### config.mk
export PLATFORM = sky130hd
export DESIGN_NAME = mem_access_arbiter_flat
export DESIGN_NICKNAME = d
export VERILOG_FILES = /design/src/rtl/mac_pkg.sv /design/src/rtl/mem_access_arbiter_if.sv /design/src/rtl/mac_rr_arbiter.sv /design/src/rtl/mem_access_arbiter.sv /design/src/flat_wrapper.sv
export SDC_FILE = /design/constraint.sdc
export NUM_CORES = 1
export LEC_CHECK = 0
export ABC_CLOCK_PERIOD_IN_PS = 1850
export CORE_UTILIZATION = 45
export DETAILED_ROUTE_END_ITERATION = 7
export HOLD_SLACK_MARGIN = 0.03
export PLACE_DENSITY = 0.82
export SLEW_MARGIN = 20
export SYNTH_ARGS = -nofsm -noshare
export SYNTH_HDL_FRONTEND = slang
export SYNTH_SLANG_ARGS = --single-unit
### constraint.sdc
create_clock -name CLK -period 1.85 [get_ports CLK]
set_clock_uncertainty 0.05 [all_clocks]
set_input_delay 0.2775 -clock CLK [delete_from_list [all_inputs] [get_ports CLK]]
set_output_delay 0.2775 -clock CLK [all_outputs]
set_load 0.03 [all_outputs]
### src/rtl/mac_pkg.sv
// Shared types for the multi-channel memory access arbiter.
// FSM state encoding and index-width helper.
package mac_pkg;

   typedef enum logic [1:0] {
      IDLE     = 2'd0,
      WAIT_ACK = 2'd1,
      DONE     = 2'd2,
      ERR      = 2'd3
   } mac_state_t;

   function automatic int mac_idx_w(input int n);
      return (n > 1) ? $clog2(n) : 1;
   endfunction

endpackage

### src/rtl/mem_access_arbiter_if.sv
// Requester/memory-side bundle of the memory access arbiter.
// master = arbiter view, slave = requesters plus memory.
interface mem_access_arbiter_if
   import mac_pkg::*;
#(
   parameter int NCH = 2
);

   logic [NCH-1:0] MR;
   logic [NCH-1:0] MW;
   logic           ACK_N;
   logic           AS_N;
   logic           WR;
   logic [NCH-1:0] GRANT;
   logic [NCH-1:0] BUSY;
   logic           STOP_N;
   mac_state_t     STATE;
   logic           TIMEOUT;

   modport master (
      input  MR, MW, ACK_N,
      output AS_N, WR, GRANT, BUSY, STOP_N, STATE, TIMEOUT
   );

   modport slave (
      output MR, MW, ACK_N,
      input  AS_N, WR, GRANT, BUSY, STOP_N, STATE, TIMEOUT
   );

endinterface

### src/rtl/mac_rr_arbiter.sv
// Combinational round-robin picker: first requester at or above ptr,
// otherwise wraps to the lowest requester.
module mac_rr_arbiter
   import mac_pkg::*;
#(
   parameter  int NCH = 2,
   localparam int IW  = mac_idx_w(NCH)
) (
   input  logic [NCH-1:0] req,
   input  logic [IW-1:0]  ptr,
   output logic [NCH-1:0] win,
   output logic [IW-1:0]  idx,
   output logic           any
);

   always_comb begin
      win = '0;
      idx = '0;
      any = 1'b0;
      for (int i = 0; i < NCH; i++) begin
         if (!any && req[i] && (IW'(i) >= ptr)) begin
            any    = 1'b1;
            win[i] = 1'b1;
            idx    = IW'(i);
         end
      end
      for (int i = 0; i < NCH; i++) begin
         if (!any && req[i]) begin
            any    = 1'b1;
            win[i] = 1'b1;
            idx    = IW'(i);
         end
      end
   end

endmodule

### src/rtl/mem_access_arbiter.sv
// Multi-channel memory access arbiter with ACK_N handshake.
// Define MAC_TIMEOUT_EN to enable the no-ACK watchdog abort.
module mem_access_arbiter
   import mac_pkg::*;
#(
   parameter  int NCH      = 2,
   parameter  int WCNT_W   = 4,
   parameter  int TO_LIMIT = 15,
   localparam int IW       = mac_idx_w(NCH)
) (
   input logic                  CLK,
   input logic                  RESET,
   mem_access_arbiter_if.master bus
);

   localparam logic [WCNT_W-1:0] CNT_MAX = '1;
   localparam logic [WCNT_W-1:0] TO_CNT  = WCNT_W'(TO_LIMIT);
   localparam logic [IW-1:0]     LAST    = IW'(NCH - 1);

   mac_state_t        state_q, state_d;
   logic [NCH-1:0]    grant_q, grant_d;
   logic              as_n_q, as_n_d;
   logic              wr_q, wr_d;
   logic [WCNT_W-1:0] cnt_q, cnt_d;
   logic [IW-1:0]     ptr_q, ptr_d;
   logic [IW-1:0]     idx_q, idx_d;

   logic [NCH-1:0]    req;
   logic [NCH-1:0]    win;
   logic [IW-1:0]     win_idx;
   logic              any_req;
   logic              ack;
   logic              waiting;
   logic              to_hit;
   logic [IW-1:0]     ptr_nxt;

   assign req     = bus.MR | bus.MW;
   assign ack     = ~bus.ACK_N;
   assign waiting = (state_q == WAIT_ACK);
   assign to_hit  = waiting & ~ack & (cnt_q == TO_CNT);
   assign ptr_nxt = (idx_q == LAST) ? '0 : idx_q + 1'b1;

   mac_rr_arbiter #(.NCH(NCH)) u_rr (
      .req (req),
      .ptr (ptr_q),
      .win (win),
      .idx (win_idx),
      .any (any_req)
   );

   always_comb begin
      state_d = state_q;
      grant_d = grant_q;
      as_n_d  = as_n_q;
      wr_d    = wr_q;
      cnt_d   = cnt_q;
      ptr_d   = ptr_q;
      idx_d   = idx_q;
      case (state_q)
         IDLE: begin
            if (any_req) begin
               grant_d = win;
               idx_d   = win_idx;
               wr_d    = |(bus.MW & win);
               as_n_d  = 1'b0;
               cnt_d   = '0;
               state_d = WAIT_ACK;
            end
         end
         WAIT_ACK: begin
            if (ack) begin
               state_d = DONE;
            end else begin
               if (cnt_q != CNT_MAX) cnt_d = cnt_q + 1'b1;
`ifdef MAC_TIMEOUT_EN
               if (to_hit) state_d = ERR;
`endif
            end
         end
         DONE: begin
            grant_d = '0;
            as_n_d  = 1'b1;
            cnt_d   = '0;
            ptr_d   = ptr_nxt;
            state_d = IDLE;
         end
`ifdef MAC_TIMEOUT_EN
         ERR: begin
            grant_d = '0;
            as_n_d  = 1'b1;
            cnt_d   = '0;
            ptr_d   = ptr_nxt;
            state_d = IDLE;
         end
`endif
         default: begin
            grant_d = '0;
            as_n_d  = 1'b1;
            cnt_d   = '0;
            state_d = IDLE;
         end
      endcase
   end

   always_ff @(posedge CLK) begin
      if (RESET) begin
         state_q <= IDLE;
         grant_q <= '0;
         as_n_q  <= 1'b1;
         wr_q    <= 1'b0;
         cnt_q   <= '0;
         ptr_q   <= '0;
         idx_q   <= '0;
      end else begin
         state_q <= state_d;
         grant_q <= grant_d;
         as_n_q  <= as_n_d;
         wr_q    <= wr_d;
         cnt_q   <= cnt_d;
         ptr_q   <= ptr_d;
         idx_q   <= idx_d;
      end
   end

   assign bus.STATE  = state_q;
   assign bus.GRANT  = grant_q;
   assign bus.AS_N   = as_n_q;
   assign bus.WR     = wr_q;
   // A loser, or the owner before its ACK, keeps its requester stalled
   assign bus.BUSY   = req & ~(grant_q & {NCH{waiting & ack}});
   assign bus.STOP_N = ~(waiting & (cnt_q != '0) & ~ack);

`ifdef MAC_TIMEOUT_EN
   assign bus.TIMEOUT = (state_q == ERR);
`else
   logic unused_to;
   assign unused_to   = to_hit;
   assign bus.TIMEOUT = 1'b0;
`endif

endmodule

### src/flat_wrapper.sv
// flat-port wrapper written by rule: the top's interface ports become plain ports
module mem_access_arbiter_flat import mac_pkg::*;
#(
   parameter  int NCH      = 2,
   parameter  int WCNT_W   = 4,
   parameter  int TO_LIMIT = 15,
   localparam int IW       = mac_idx_w(NCH)
)
  (CLK, RESET, bus_MR, bus_MW, bus_ACK_N, bus_AS_N, bus_WR, bus_GRANT, bus_BUSY, bus_STOP_N, bus_STATE, bus_TIMEOUT);
  mem_access_arbiter_if #(.NCH(NCH)) bus_i ();
  input logic CLK;
  input logic RESET;
  input wire logic [$bits(bus_i.MR)-1:0] bus_MR;
  input wire logic [$bits(bus_i.MW)-1:0] bus_MW;
  input wire logic [$bits(bus_i.ACK_N)-1:0] bus_ACK_N;
  output wire logic [$bits(bus_i.AS_N)-1:0] bus_AS_N;
  output wire logic [$bits(bus_i.WR)-1:0] bus_WR;
  output wire logic [$bits(bus_i.GRANT)-1:0] bus_GRANT;
  output wire logic [$bits(bus_i.BUSY)-1:0] bus_BUSY;
  output wire logic [$bits(bus_i.STOP_N)-1:0] bus_STOP_N;
  output wire logic [$bits(bus_i.STATE)-1:0] bus_STATE;
  output wire logic [$bits(bus_i.TIMEOUT)-1:0] bus_TIMEOUT;
  assign bus_i.MR = bus_MR;
  assign bus_i.MW = bus_MW;
  assign bus_i.ACK_N = bus_ACK_N;
  assign bus_AS_N = bus_i.AS_N;
  assign bus_WR = bus_i.WR;
  assign bus_GRANT = bus_i.GRANT;
  assign bus_BUSY = bus_i.BUSY;
  assign bus_STOP_N = bus_i.STOP_N;
  assign bus_STATE = bus_i.STATE;
  assign bus_TIMEOUT = bus_i.TIMEOUT;
  mem_access_arbiter #(.NCH(NCH), .WCNT_W(WCNT_W), .TO_LIMIT(TO_LIMIT)) u_core (.CLK(CLK), .RESET(RESET), .bus(bus_i));
endmodule
==> results of run 1 <==
==> power by group through the flow <==
stage | logic [uW] | registers, uW | clock network, uW
after floorplan | 66.8 | 314 | 0
after global placement | 147 | 294 | 0
after detailed placement | 148 | 295 | 0
after CTS | 148 | 288 | 225
after global routing | 161 | 290 | 240
final | 148 | 288 | 220
==> Yosys cell counts <==
master,n
o311ai_0,1
buf_6,1
or4_1,1
nand2b_2,1
a211oi_1,2
o221ai_1,1
a21o_1,1
nor2b_1,4
dfxtp_1,12
nand2b_1,1
a21oi_2,2
o21ai_1,3
conb_1,1
nor2_2,1
a2111oi_0,1
inv_1,4
nor4_1,1
nor3_4,1
clkbuf_1,1
nor2_1,7
a21oi_1,9
ha_1,2
or3_1,2
nand2_1,7
o21ai_0,2
nor3_1,2
inv_2,1
o31ai_1,1
buf_4,1
a22oi_1,1
nand3_1,2
or4_4,1
nand4_1,1
==> final cells by class <==
| class | count | area, um^2 | share of cell area [%] |
|---|---|---|---|
| multi-input combinational | 59 | 359 | 42.1 |
| timing repair buffer | 20 | 179 | 21.0 |
| tap | 15 | 18.8 | 2.20 |
| clock buffer | 4 | 36.3 | 4.26 |
| sequential | 12 | 240 | 28.2 |
| inverter | 5 | 18.8 | 2.20 |
==> cells by family (layout without fill, tap and decap cells) <==
family	count (synthesis)	after routing	share of synthesized area, %
buffers and inverters	8	29	6.44
AND/OR/NAND/NOR	32	32	27.9
flip-flops	12	12	37.5
AO/OA/AOI/OAI	24	24	23.6
adder cells (fa/ha/maj)	2	2	3.91
other	1	1	0.585
==> critical path: cells and delay by family (launching register included) <==
family / cells / cell delay (ps)
flip-flops: 1 / 540
AO/OA/AOI/OAI: 1 / 120
buffers and inverters: 2 / 280
AND/OR/NAND/NOR: 1 / 220
==> stage by stage <==
step	area [um^2]	setup TNS [ps]	power, uW	instances
final	852	0	657	115
after detailed placement	817	-4.11	442	111
after CTS	852	0	662	115
after floorplan	641	0	380	79
after global routing	852	0	692	115
after global placement	817	0	441	111
==> metal layers <==
| metal | share of wire (%) | up-vias | global-route usage, % |
|---|---|---|---|
| li1 | - | 325 | - |
| met1 | 48 | 295 | 29.1 |
| met2 | 45 | 24 | 31.1 |
| met3 | 6.2 | 2 | 10.2 |
| met4 | 0.60 | 0 | 10.3 |
| met5 | 0 | - | 0 |
==> repair_timing <==
item,in CTS,in global routing
hold endpoints to repair,0,0
endpoints found under the setup margin,1,0
resized for setup,1,0
==> sequential cells by signal (all words and copies together), names as in the netlist <==
name,flops
u_core.bus.AS_N,1
u_core.cnt_q,4
u_core.idx_q,1
u_core.ptr_q,1
u_core.bus.STATE,2
u_core.bus.WR,1
u_core.bus.GRANT,2
==> worst paths after layout <==
| check | start | to | slack [ps] |
|---|---|---|---|
| worst max register to register | u_core.cnt_q[0] | u_core.cnt_q[2] | 270 |
| worst min register to register | u_core.idx_q | u_core.ptr_q | 390 |
| worst max-delay path | u_core.bus.STATE[0] | bus_BUSY[1] | 70 |
| worst min-delay path | u_core.idx_q | u_core.ptr_q | 390 |
==> metrics.log, run 1 <==
[metrics] result of the run: finished, final reports clean
[metrics] DRC Markers: 0
[metrics] latest clock arrival within the worst-skew pair: 280 ps
[metrics] PwrDens: 771 mW/mm^2
[metrics] maximum resistive drop on vdd: 0.421 mV
[metrics] peak fanout along the critical path: 7
[metrics] total standard cell area after synthesis: 641 um^2
[metrics] final setup vio count: 0
[metrics] number of instances on the worst hold path: 1
[metrics] Area Overhead vs Synth: 33.0%
[metrics] max_cap viols: 0
[metrics] largest area contributor in the synthesized netlist: dfxtp_1
[metrics] final worst path period share: 96.4%
[metrics] global-route wire length before repair: 2.24 mm
[metrics] initial standard-cell utilization of the core: 48.6%
[metrics] synthesized net count: 88
[metrics] RSZ-0062 raised after global routing: no
[metrics] fraction of synthesized cell area taken by the top area cell type: 37.5%
[metrics] share of final-layout standard cells stronger than drive strength 1: 19.0%
[metrics] worst-path cell chain: inv_2 > nor2_1 > a21oi_1 > buf_4
[metrics] Die Footprint: 0.00158 mm^2
[metrics] CTS tree: done
[metrics] total routing resource utilization after global routing: 22.5%
[metrics] Final Util: 64.7%
[metrics] # nets final: 110
[metrics] net switching power of the design: 201 uW
[metrics] Detail Route Antenna Nets: 0
[metrics] first drt pass iteration count: 4
[metrics] total I/O pin count: 17
[metrics] number of global-route vias before repair: 509
[metrics] Warnings, synthesis: 0
[metrics] design internal power: 456 uW
[metrics] Tmin final: 1780 ps
[metrics] Via density: 5.62
[metrics] cell count after synthesis: 79
[metrics] reported leakage power: 0.000328 uW
[metrics] Max Clk Rate: 561 MHz
[metrics] maximum number of pins on one net before global-route repair: 10
[metrics] Critical Path Slowest Stage Cell: dfxtp_1
[metrics] Crit Path Class: flop to output port
[metrics] maximum single-stage delay on the critical path: 540 ps
[metrics] clock slew at the register clock pins of the worst setup and hold paths: 80 ps
[metrics] antenna violations before repair: 0
[metrics] Total Wirelength: 1.49 mm
[metrics] fin. max-slew vios: 0
[metrics] number of rows in the core area: 13
[metrics] Root Buffer: clkbuf_4
[metrics] element type at the critical path start: flop
[metrics] worst slack at placement: -4.11 ps
[metrics] per-cell routed wire length: 13.0 um
[metrics] switching part of the total: 30.6%
[metrics] number of hold violations in the final report: 0
[metrics] number of buffers inserted during clock tree synthesis: 3
[metrics] required time worst endpoint: 1520 ps
[metrics] Std-Cell Core Area: 0.00132 mm^2
[metrics] # clock sinks: 12
[metrics] worst path arrival time: 1460 ps
[metrics] number of inserted filler cells in the final layout: 127
[metrics] total of hold buffers inserted after clock tree synthesis: 0
[metrics] clock share of power: 33.5%
[metrics] starting DRC count in detailed routing: 27
[metrics] synth top area cells: dfxtp_1 38%, a21oi_1 7.0%, nand2_1 4.1%
[metrics] Chip Width: 39.7 um
[metrics] depth of the worst register-to-register path: 5
[metrics] most used cells in the layout excluding fill and tap cells: 12 x dfxtp_1, 11 x clkdlybuf4s50_1, 9 x a21oi_1
[metrics] total congestion overflow: 0
[metrics] number of different library cells in the post-synthesis netlist: 33
[metrics] post-detail-place hpwl: 1.07 mm
[metrics] smallest setup slack after layout: 66.8 ps
[metrics] deepest clock path buffer count: 2
[metrics] type of destination of the critical path: output port
[metrics] Yosys reg bits: 12
[metrics] count of port buffers added during placement: 15
[metrics] Placer Congestion: 0.798
[metrics] level count of the clock H-tree: 1
[metrics] Combinational Power Share: 22.6%
[metrics] Flop pwr share: 43.9%
[metrics] leading cell type in the layout, fill and taps excluded: dfxtp_1
[metrics] count of vias placed by the detailed router: 646
[metrics] worst hold margin: 387 ps
[metrics] die height: 39.7 um
[metrics] proportion of synthesized chip area in sequential cells: 37.5%
[metrics] mean cell area of the mapped netlist: 8.11 um^2
[metrics] antenna cell count: 0
[metrics] number of setup buffers added after CTS: 0
[metrics] Hold Crit Class: flop to flop
(Power assumes the default switching activity.)
==> run 2, diff against run 1 <==
CORE_AREA = 2 2 39 41   (was not set)
CORE_UTILIZATION = not set   (was 45)
DIE_AREA = 0 0 41 43   (was not set)
DONT_BUFFER_PORTS = 1   (was not set)
PLACE_DENSITY = 0.7   (was 0.82)
RECOVER_POWER = 25   (was not set)
==> run 2 against run 1 <==
First-iteration DRC count decreased by 78%. Wire length decreased by 8.3%. Worst hold slack got worse by 340 ps. Count of clock-buffer cells in the layout unchanged. Sequential share of layout area increased by 4.7 points. Critical endpoint is now bus_STOP_N. Critical path type unchanged.
==> metrics.log, run 2 (synthesis gave the netlist of run 1 again) <==
[metrics] result of the run: finished, final reports clean
[metrics] Placer Congestion: 0.778
[metrics] number of cells in the design after placement: 97
[metrics] Std-Cell Core Area: 0.00138 mm^2
[metrics] reported leakage power: 0.000274 uW
[metrics] max_cap viols: 0
[metrics] total congestion overflow: 0
[metrics] Crit Path Class: flop to output port
[metrics] Largest register FFs: 4
[metrics] final setup vio count: 0
[metrics] final total power: 616 uW
[metrics] maximum single-stage delay on the critical path: 350 ps
[metrics] initial standard-cell utilization of the core: 46.3%
[metrics] global-route wire length before repair: 2.11 mm
[metrics] most common cell type on the critical path: inv_1
[metrics] number of hold violations in the final report: 0
[metrics] worst hold margin: 49.9 ps
[metrics] level count of the clock H-tree: 1
[metrics] worst-path cell chain: inv_1 > ha_1 > inv_1 > o311ai_1 > buf_4
[metrics] first drt pass iteration count: 4
[metrics] count of port buffers added during placement: 0
[metrics] Root Buffer: clkbuf_4
[metrics] number of rows in the core area: 14
[metrics] starting DRC count in detailed routing: 6
[metrics] antenna cell count: 0
[metrics] DRC Markers: 0
[metrics] peak fanout along the critical path: 5
[metrics] total routing resource utilization after global routing: 17.9%
[metrics] CTS tree: done
[metrics] clock slew at the register clock pins of the worst setup and hold paths: 70 ps
[metrics] combined flip-flop and latch cell area: 241 um^2
[metrics] per-cell routed wire length: 13.3 um
[metrics] sum of negative setup slack: 0 ps
[metrics] Critical Path Slowest Stage Cell: dfxtp_1
[metrics] final worst path period share: 88.5%
[metrics] maximum number of pins on one net before global-route repair: 10
[metrics] smallest setup slack after layout: 212 ps
[metrics] type of destination of the critical path: output port
[metrics] # clock sinks: 12
[metrics] total I/O pin count: 17
[metrics] post-detail-place hpwl: 1.02 mm
[metrics] Die Footprint: 0.00176 mm^2
[metrics] count of vias placed by the detailed router: 582
[metrics] latest clock arrival within the worst-skew pair: 290 ps
[metrics] required time worst endpoint: 1520 ps
[metrics] # nets final: 97
[metrics] fin. max-slew vios: 0
[metrics] Total Wirelength: 1.37 mm
[metrics] number of inserted filler cells in the final layout: 133
[metrics] number of setup buffers added after CTS: 0
[metrics] Hold Crit Class: primary input to flop
[metrics] Tmin final: 1640 ps
[metrics] Via density: 5.65
[metrics] number of cells in the finished layout apart from fillers: 103
[metrics] Detail Route Antenna Nets: 0
[metrics] share of final-layout standard cells stronger than drive strength 1: 19.5%
[metrics] die height: 43 um
[metrics] area of combinational cells with multiple inputs: 359 um^2
[metrics] element type at the critical path start: flop
[metrics] worst slack at placement: 322 ps
[metrics] leading cell type in the layout, fill and taps excluded: dfxtp_1
[metrics] most used cells in the layout excluding fill and tap cells: 11 x dfxtp_1, 9 x a21oi_1, 7 x nor2_1, 7 x nand2_1, 5 x buf_4
[metrics] antenna violations before repair: 0
[metrics] number of global-route vias before repair: 532
[metrics] Chip Width: 41 um
[metrics] Most flops, register: u_core.cnt_q
[metrics] number of buffers inserted during clock tree synthesis: 3
[metrics] Area Overhead vs Synth: 14.5%
[metrics] deepest clock path buffer count: 2
[metrics] Max Clk Rate: 610 MHz
[metrics] worst path arrival time: 1310 ps
[metrics] PwrDens: 841 mW/mm^2
[metrics] RSZ-0062 raised after global routing: no
[metrics] maximum resistive drop on vdd: 0.462 mV
-- run 2: cell count changes in the layout (fill, tap and decap cells not counted) --
cell / delta
dlygate4sd2_1: -1
clkdlybuf4s50_1: -11
dfxtp_2: +1
dlygate4sd3_1: +2
buf_4: -3
dfxtp_1: -1
-- run 2: metrics by stage --
stage / utilization [%] / instance area, um^2
after floorplan: - / 641
after global placement: 48.8 / 676
after detailed placement: 48.8 / 676
after global routing: 53.0 / 733
after CTS: 52.9 / 732
final: 53.0 / 733
-- run 2: power by group --
part	internal [uW]	switching, uW	leakage [uW]
clock	120	98.7	0.0000210
sequential	274	31.2	0.0000986
combinational	35.4	56.7	0.000154
-- run 2: layout make-up --
| class | count | area share [%] |
|---|---|---|
| clock buffer | 4 | 4.95 |
| inverter | 5 | 2.56 |
| multi-input combinational | 59 | 49.0 |
| sequential | 12 | 32.9 |
| tap | 16 | 2.73 |
| timing repair buffer | 7 | 7.85 |
-- run 2: path summary, 6_finish.rpt --
kind	end	slack (ps)	from	cells past startpoint
hold reg to reg	u_core.ptr_q	400	u_core.idx_q	1
setup / recovery	bus_STOP_N	210	u_core.cnt_q[0]	5
setup reg to reg	u_core.cnt_q[2]	330	u_core.cnt_q[0]	5
hold / removal	u_core.bus.AS_N	50	RESET	2
-- run 2: worst max-delay path, delay by kind of cell (launching register included) --
family	cells	cell delay, ps
flops	1	350
buf+inv	3	320
compound gates	1	240
fa+ha+maj	1	130
-- run 2: repair_timing --
action | CTS | global route
endpoints found under the setup margin | 0 | 2
hold buffers | 2 | 0
endpoints found under the hold margin | 8 | 0
gates resized for setup | 0 | 1
-- run 2: routing by layer --
| metal | GRT usage (%) | share of wire, % | up-vias |
|---|---|---|---|
| li1 | - | - | 298 |
| met1 | 21.4 | 45 | 267 |
| met2 | 27.2 | 47 | 14 |
| met3 | 9.95 | 7.0 | 3 |
| met4 | 4.00 | 1.0 | 0 |
| met5 | 0 | 0 | - |
==> run 3, diff against run 2 <==
CORE_AREA = not set   (was 2 2 39 41)
CORE_UTILIZATION = 45   (was not set)
DIE_AREA = not set   (was 0 0 41 43)
DONT_BUFFER_PORTS = not set   (was 1)
PLACE_DENSITY = 0.82   (was 0.7)
==> run 3 against run 2 <==
Clock power hardly changed. First-iteration DRC count grew to 4.5 times the previous value. Non-clock buffer count is 13 higher. Combinational power is 58% higher.
==> metrics.log, run 3 (synthesis gave the netlist of run 1 again) <==
[metrics] result of the run: finished, final reports clean
[metrics] latest clock arrival within the worst-skew pair: 280 ps
[metrics] maximum resistive drop on vdd: 0.420 mV
[metrics] count of vias placed by the detailed router: 642
[metrics] busiest layer in global routing: met2
[metrics] total routing resource utilization after global routing: 22.5%
[metrics] total congestion overflow: 0
[metrics] Die Footprint: 0.00158 mm^2
[metrics] required time worst endpoint: 1520 ps
[metrics] Detail Route Antenna Nets: 0
[metrics] initial standard-cell utilization of the core: 48.6%
[metrics] reported leakage power: 0.000323 uW
[metrics] element type at the critical path start: flop
[metrics] total of hold buffers inserted after clock tree synthesis: 0
[metrics] leading cell type in the layout, fill and taps excluded: dfxtp_1
[metrics] deepest clock path buffer count: 2
[metrics] depth of the worst register-to-register path: 5
[metrics] launching point of the worst reg2reg path: u_core.cnt_q[0]
[metrics] global routing usage on met1: 29.1%
[metrics] Crit Path Class: flop to output port
[metrics] WHS Endpoint: u_core.ptr_q
[metrics] RSZ-0062 raised after global routing: no
[metrics] Total Wirelength: 1.49 mm
[metrics] number of inserted filler cells in the final layout: 129
[metrics] capture instance of the worst register-to-register path: u_core.cnt_q[2]
[metrics] final total power: 654 uW
[metrics] post-detail-place hpwl: 1.07 mm
[metrics] CTS tree: done
[metrics] DRC Markers: 0
[metrics] hold path startpoint: u_core.idx_q
[metrics] Via density: 5.58
[metrics] max_cap viols: 0
[metrics] sum of negative setup slack: 0 ps
[metrics] number of hold violations in the final report: 0
[metrics] number of setup buffers added after CTS: 0
[metrics] number of buffers inserted during clock tree synthesis: 3
[metrics] count of port buffers added during placement: 15
[metrics] final setup vio count: 0
[metrics] most used cells in the layout excluding fill and tap cells: 12 x dfxtp_1, 10 x clkdlybuf4s50_1, 9 x a21oi_1
[metrics] Most flops, register: u_core.cnt_q
[metrics] Root Buffer: clkbuf_4
[metrics] GR Layer Usage met3: 10.2%
[metrics] maximum number of pins on one net before global-route repair: 10
[metrics] per-cell routed wire length: 13.0 um
[metrics] share of final-layout standard cells stronger than drive strength 1: 17.0%
[metrics] Tmin final: 1790 ps
[metrics] internal reg-to-reg setup slack: 270 ps
[metrics] Chip Width: 39.7 um
[metrics] antenna cell count: 0
[metrics] Placer Congestion: 0.798
[metrics] fin. max-slew vios: 0
[metrics] worst path arrival time: 1460 ps
[metrics] Hold Crit Class: flop to flop
[metrics] Global Route met2 Usage: 31.1%
[metrics] global-route wire length before repair: 2.24 mm
[metrics] number of instances on the worst hold path: 1
[metrics] # nets final: 110
[metrics] first drt pass iteration count: 4
[metrics] die height: 39.7 um
[metrics] antenna violations before repair: 0
[metrics] Max Clk Rate: 560 MHz
[metrics] level count of the clock H-tree: 1
[metrics] PwrDens: 775 mW/mm^2
[metrics] total I/O pin count: 17
[metrics] final worst path period share: 96.5%
[metrics] starting DRC count in detailed routing: 27
[metrics] Area Overhead vs Synth: 31.8%
[metrics] number of global-route vias before repair: 509
[metrics] type of destination of the critical path: output port
[metrics] peak fanout along the critical path: 7
[metrics] clock slew at the register clock pins of the worst setup and hold paths: 80 ps
[metrics] # clock sinks: 12
[metrics] Std-Cell Core Area: 0.00132 mm^2
[metrics] Largest register FFs: 4
[metrics] number of rows in the core area: 13
-- run 3: per-layer routing --
metal / routed length (um) / share of wire (%)
met1: 718 / 48
met2: 675 / 45
met3: 87 / 5.8
met4: 9 / 0.60
met5: 0 / 0
-- run 3: area by class of cell --
cell class | count | area, um^2 | share of cell area [%]
tap | 15 | 18.8 | 2.22
clock buffer | 4 | 36.3 | 4.30
multi-input combinational | 59 | 355 | 42.1
inverter | 5 | 18.8 | 2.22
sequential | 12 | 240 | 28.4
timing repair buffer | 20 | 175 | 20.7
-- run 3: worst max-delay path: stages (launching register included) --
cell and delay (ps):
dfxtp_1 540, inv_2 100, nor2_1 220, a21oi_1 120, buf_4 180
-- run 3: worst max path at each step --
stage	start	to	slack, ps	depth (start not counted)
floorplan	u_core.cnt_q[0]	bus_STOP_N	200	4
global placement	bus_MW[0]	u_core.cnt_q[2]	30	5
detailed placement	bus_MW[0]	u_core.cnt_q[2]	-4	5
CTS	u_core.bus.STATE[0]	bus_BUSY[1]	80	4
global route	u_core.bus.STATE[0]	bus_BUSY[1]	2	4
finish	u_core.bus.STATE[0]	bus_BUSY[1]	60	4
-- run 3: through the flow --
stage	instance area, um^2	std cells	worst slack (ps)	hold WS, ps	utilization, %
after floorplan	641	79	200	305	-
after global routing	845	115	2.11	411	64.1
final	845	115	63.9	387	64.1
after detailed placement	817	111	-4.11	377	62.0
after global placement	817	111	25.3	377	62.0
after CTS	852	115	82.4	389	64.7
-- run 3: report_power, final --
part	internal, uW	switching [uW]	total, uW
registers	274	14.6	288
logic	60.7	85.2	146
clock network	120	100	220
total	454	200	654
-- run 3: what timing repair did --
action	in CTS	in global routing
endpoints found under the hold margin	0	0
setup endpoints to repair	1	0
resized for setup	1	0
==> RTL change: new RTL, settings of run 2 <==
`NCH` is set to 2 in 4 places; all go to 1.
--- a/src/rtl/mem_access_arbiter_if.sv
+++ b/src/rtl/mem_access_arbiter_if.sv
@@ -5,3 +5,3 @@
 #(
-   parameter int NCH = 2
+   parameter int NCH = 1
 );
--- a/src/rtl/mac_rr_arbiter.sv
+++ b/src/rtl/mac_rr_arbiter.sv
@@ -5,3 +5,3 @@
 #(
-   parameter  int NCH = 2,
+   parameter  int NCH = 1,
    localparam int IW  = mac_idx_w(NCH)
--- a/src/rtl/mem_access_arbiter.sv
+++ b/src/rtl/mem_access_arbiter.sv
@@ -5,3 +5,3 @@
 #(
-   parameter  int NCH      = 2,
+   parameter  int NCH      = 1,
    parameter  int WCNT_W   = 4,
--- a/src/flat_wrapper.sv
+++ b/src/flat_wrapper.sv
@@ -3,3 +3,3 @@
 #(
-   parameter  int NCH      = 2,
+   parameter  int NCH      = 1,
    parameter  int WCNT_W   = 4,
Ports: changed (resized bus_BUSY, bus_GRANT, bus_MR and bus_MW); port bits go from 17 to 13. The function was not compared with the original's and may differ.
==> RTL change against run 2 <==
- combinational power down 35%
- wire length down 31%
- sequential share of layout area up 0.86 points
- sequential cell count down 3
- core utilization down 14 points
- setup slack worse by 6.8 ps
- cell count down 25%
- global-route usage down 4.8 points
- count of clock-buffer cells in the layout unchanged
- design area down 27%
- power down 26%
- area after synthesis down 27%
- critical path depth down 2
- critical path type unchanged
- highest routed layer unchanged
==> RTL change: results (changes against run 2) <==
Status - finished, final reports clean
Syn. warnings - 0 (unchanged)
# placed instances - 71 (-27%)
Worst Hold End - u_core.cnt_q[1]$_SDFFE_PP0P_
Clock latency on the worst-skew pair - 270 ps (-20 ps)
Clock Pin Slew Worst Setup and Hold Paths - 70 ps (about the same)
Dpl cell area - 489.2 um2 (-28%)
Vias per inst - 5.299 (-6.2%)
WHS - 59.34 ps (+9.414 ps)
Reg2reg setup slack - 490 ps (+160 ps)
Clock power share - 0.351 (-0.004)
Worst min path class - in2reg
Hold wc startpoint - RESET
Seq power - 0.234 mW (-23%)
Fmax - 608.0 MHz (-0.41%)
Data arrival time of the worst path - 1320 ps
Top post-synthesis cells by count - 9 x dfxtp_1, 6 x nand2_1, 6 x nor2_1
CP max FO - 9 (+4)
P_sw - 0.1389 mW (-26%)
Top post-synthesis cells by area - dfxtp_1 39%, ha_1 5.4%, nand2_1 4.8%, nor2_1 4.8%, inv_1 4.0%
CP startpoint - u_core.bus.STATE[0]$_SDFFE_PP0P_
Peak supply drop - 0.3972 mV (-14%)
Sequential power share - 0.517 (+0.022)
Fraction of registers with async set/reset - 0 (unchanged)
Largest register FFs - 4 (unchanged)
Hold Crit Depth - 1 (-1)
Port bufs - 0 (unchanged)
First-pass GRT wire length - 1559 um (-26%)
DRT Pass-1 Iters - 3 (-1)
Netlist cell types - 25 (-24%)
Syn Nets - 62 (-30%)
CTS root buf - clkbuf_4
Synthesized area per cell - 8.463 um2 (+4.4%)
Post-CTS sizing - 0 (unchanged)
Starting DRT DRC Count - 6 (unchanged)
Routed wire length - 948 um (-31%)
Leak - 0.2068 nW (-25%)
Detailed placer's ending HPWL - 695.7 um (-32%)
Routed vias - 408 (-30%)
Share of post-route cells with drive strength above 1 - 0.1311 (-0.06425)
Num CTS Buffers - 3 (unchanged)
CP max-delay cell - dfxtp_2
Largest net degree at the start of global routing - 10 (unchanged)
Reg2Reg Capture Point - u_core.cnt_q[2]$_SDFFE_PP0P_
Ant. Diodes - 0 (unchanged)
Initial antenna violation count - 0 (unchanged)
CP peak stage delay - 490 ps (+140 ps)
Post-CTS Setup Repair Bufs - 0 (unchanged)
Final net count - 69 (-29%)
GRT Util Overall - 0.1308 (-0.04818)
Seq/Total Area, Yosys - 0.3871 (+0.01210)
Predominant post-synthesis flop cell - dfxtp_1
DP Worst Slack - 341.8 ps (+19.81 ps)
Reg2Reg Depth - 3 (-2)
Placer Congestion - 0.7732 (-0.55%)
Number of global-route vias before repair - 356 (-33%)
Hold_buf cts - 1 (-1)
CP endpoint - bus_BUSY
Number of fill cells - 145 (+9.0%)
==> RTL change: cell count changes after synthesis, moves of 3 or more <==
cell / before / now
a21oi_1: 9 / 3
nor2b_1: 4 / 0
dfxtp_1: 12 / 9
o21ai_1: 3 / 0
==> RTL change: per-layer routing <==
layer	global-route usage	wire length, um	vias to the layer above	share of wire
met3	0.06283	51	3	0.054
met4	0.08000	19	0	0.020
li1	-	-	211	-
met1	0.1780	465	184	0.49
met5	0	0	-	0
met2	0.1594	412	10	0.43
==> RTL change: final cells by class <==
type	count	area, um2	area share
clock buffer	4	26.28	0.04895
inverter	5	18.77	0.03497
multi-input combinational	39	255.2	0.4755
tap	16	20.02	0.03730
sequential	9	181.4	0.3380
timing repair buffer	4	35.03	0.06527
==> RTL change: cells by family after synthesis <==
logic type / count (synthesis) / share of synthesized area
flops: 9 / 0.3871
compound gates: 18 / 0.2876
fa+ha+maj: 2 / 0.05375
simple gates: 18 / 0.1989
buf+inv: 7 / 0.06452
other cells: 1 / 0.008057
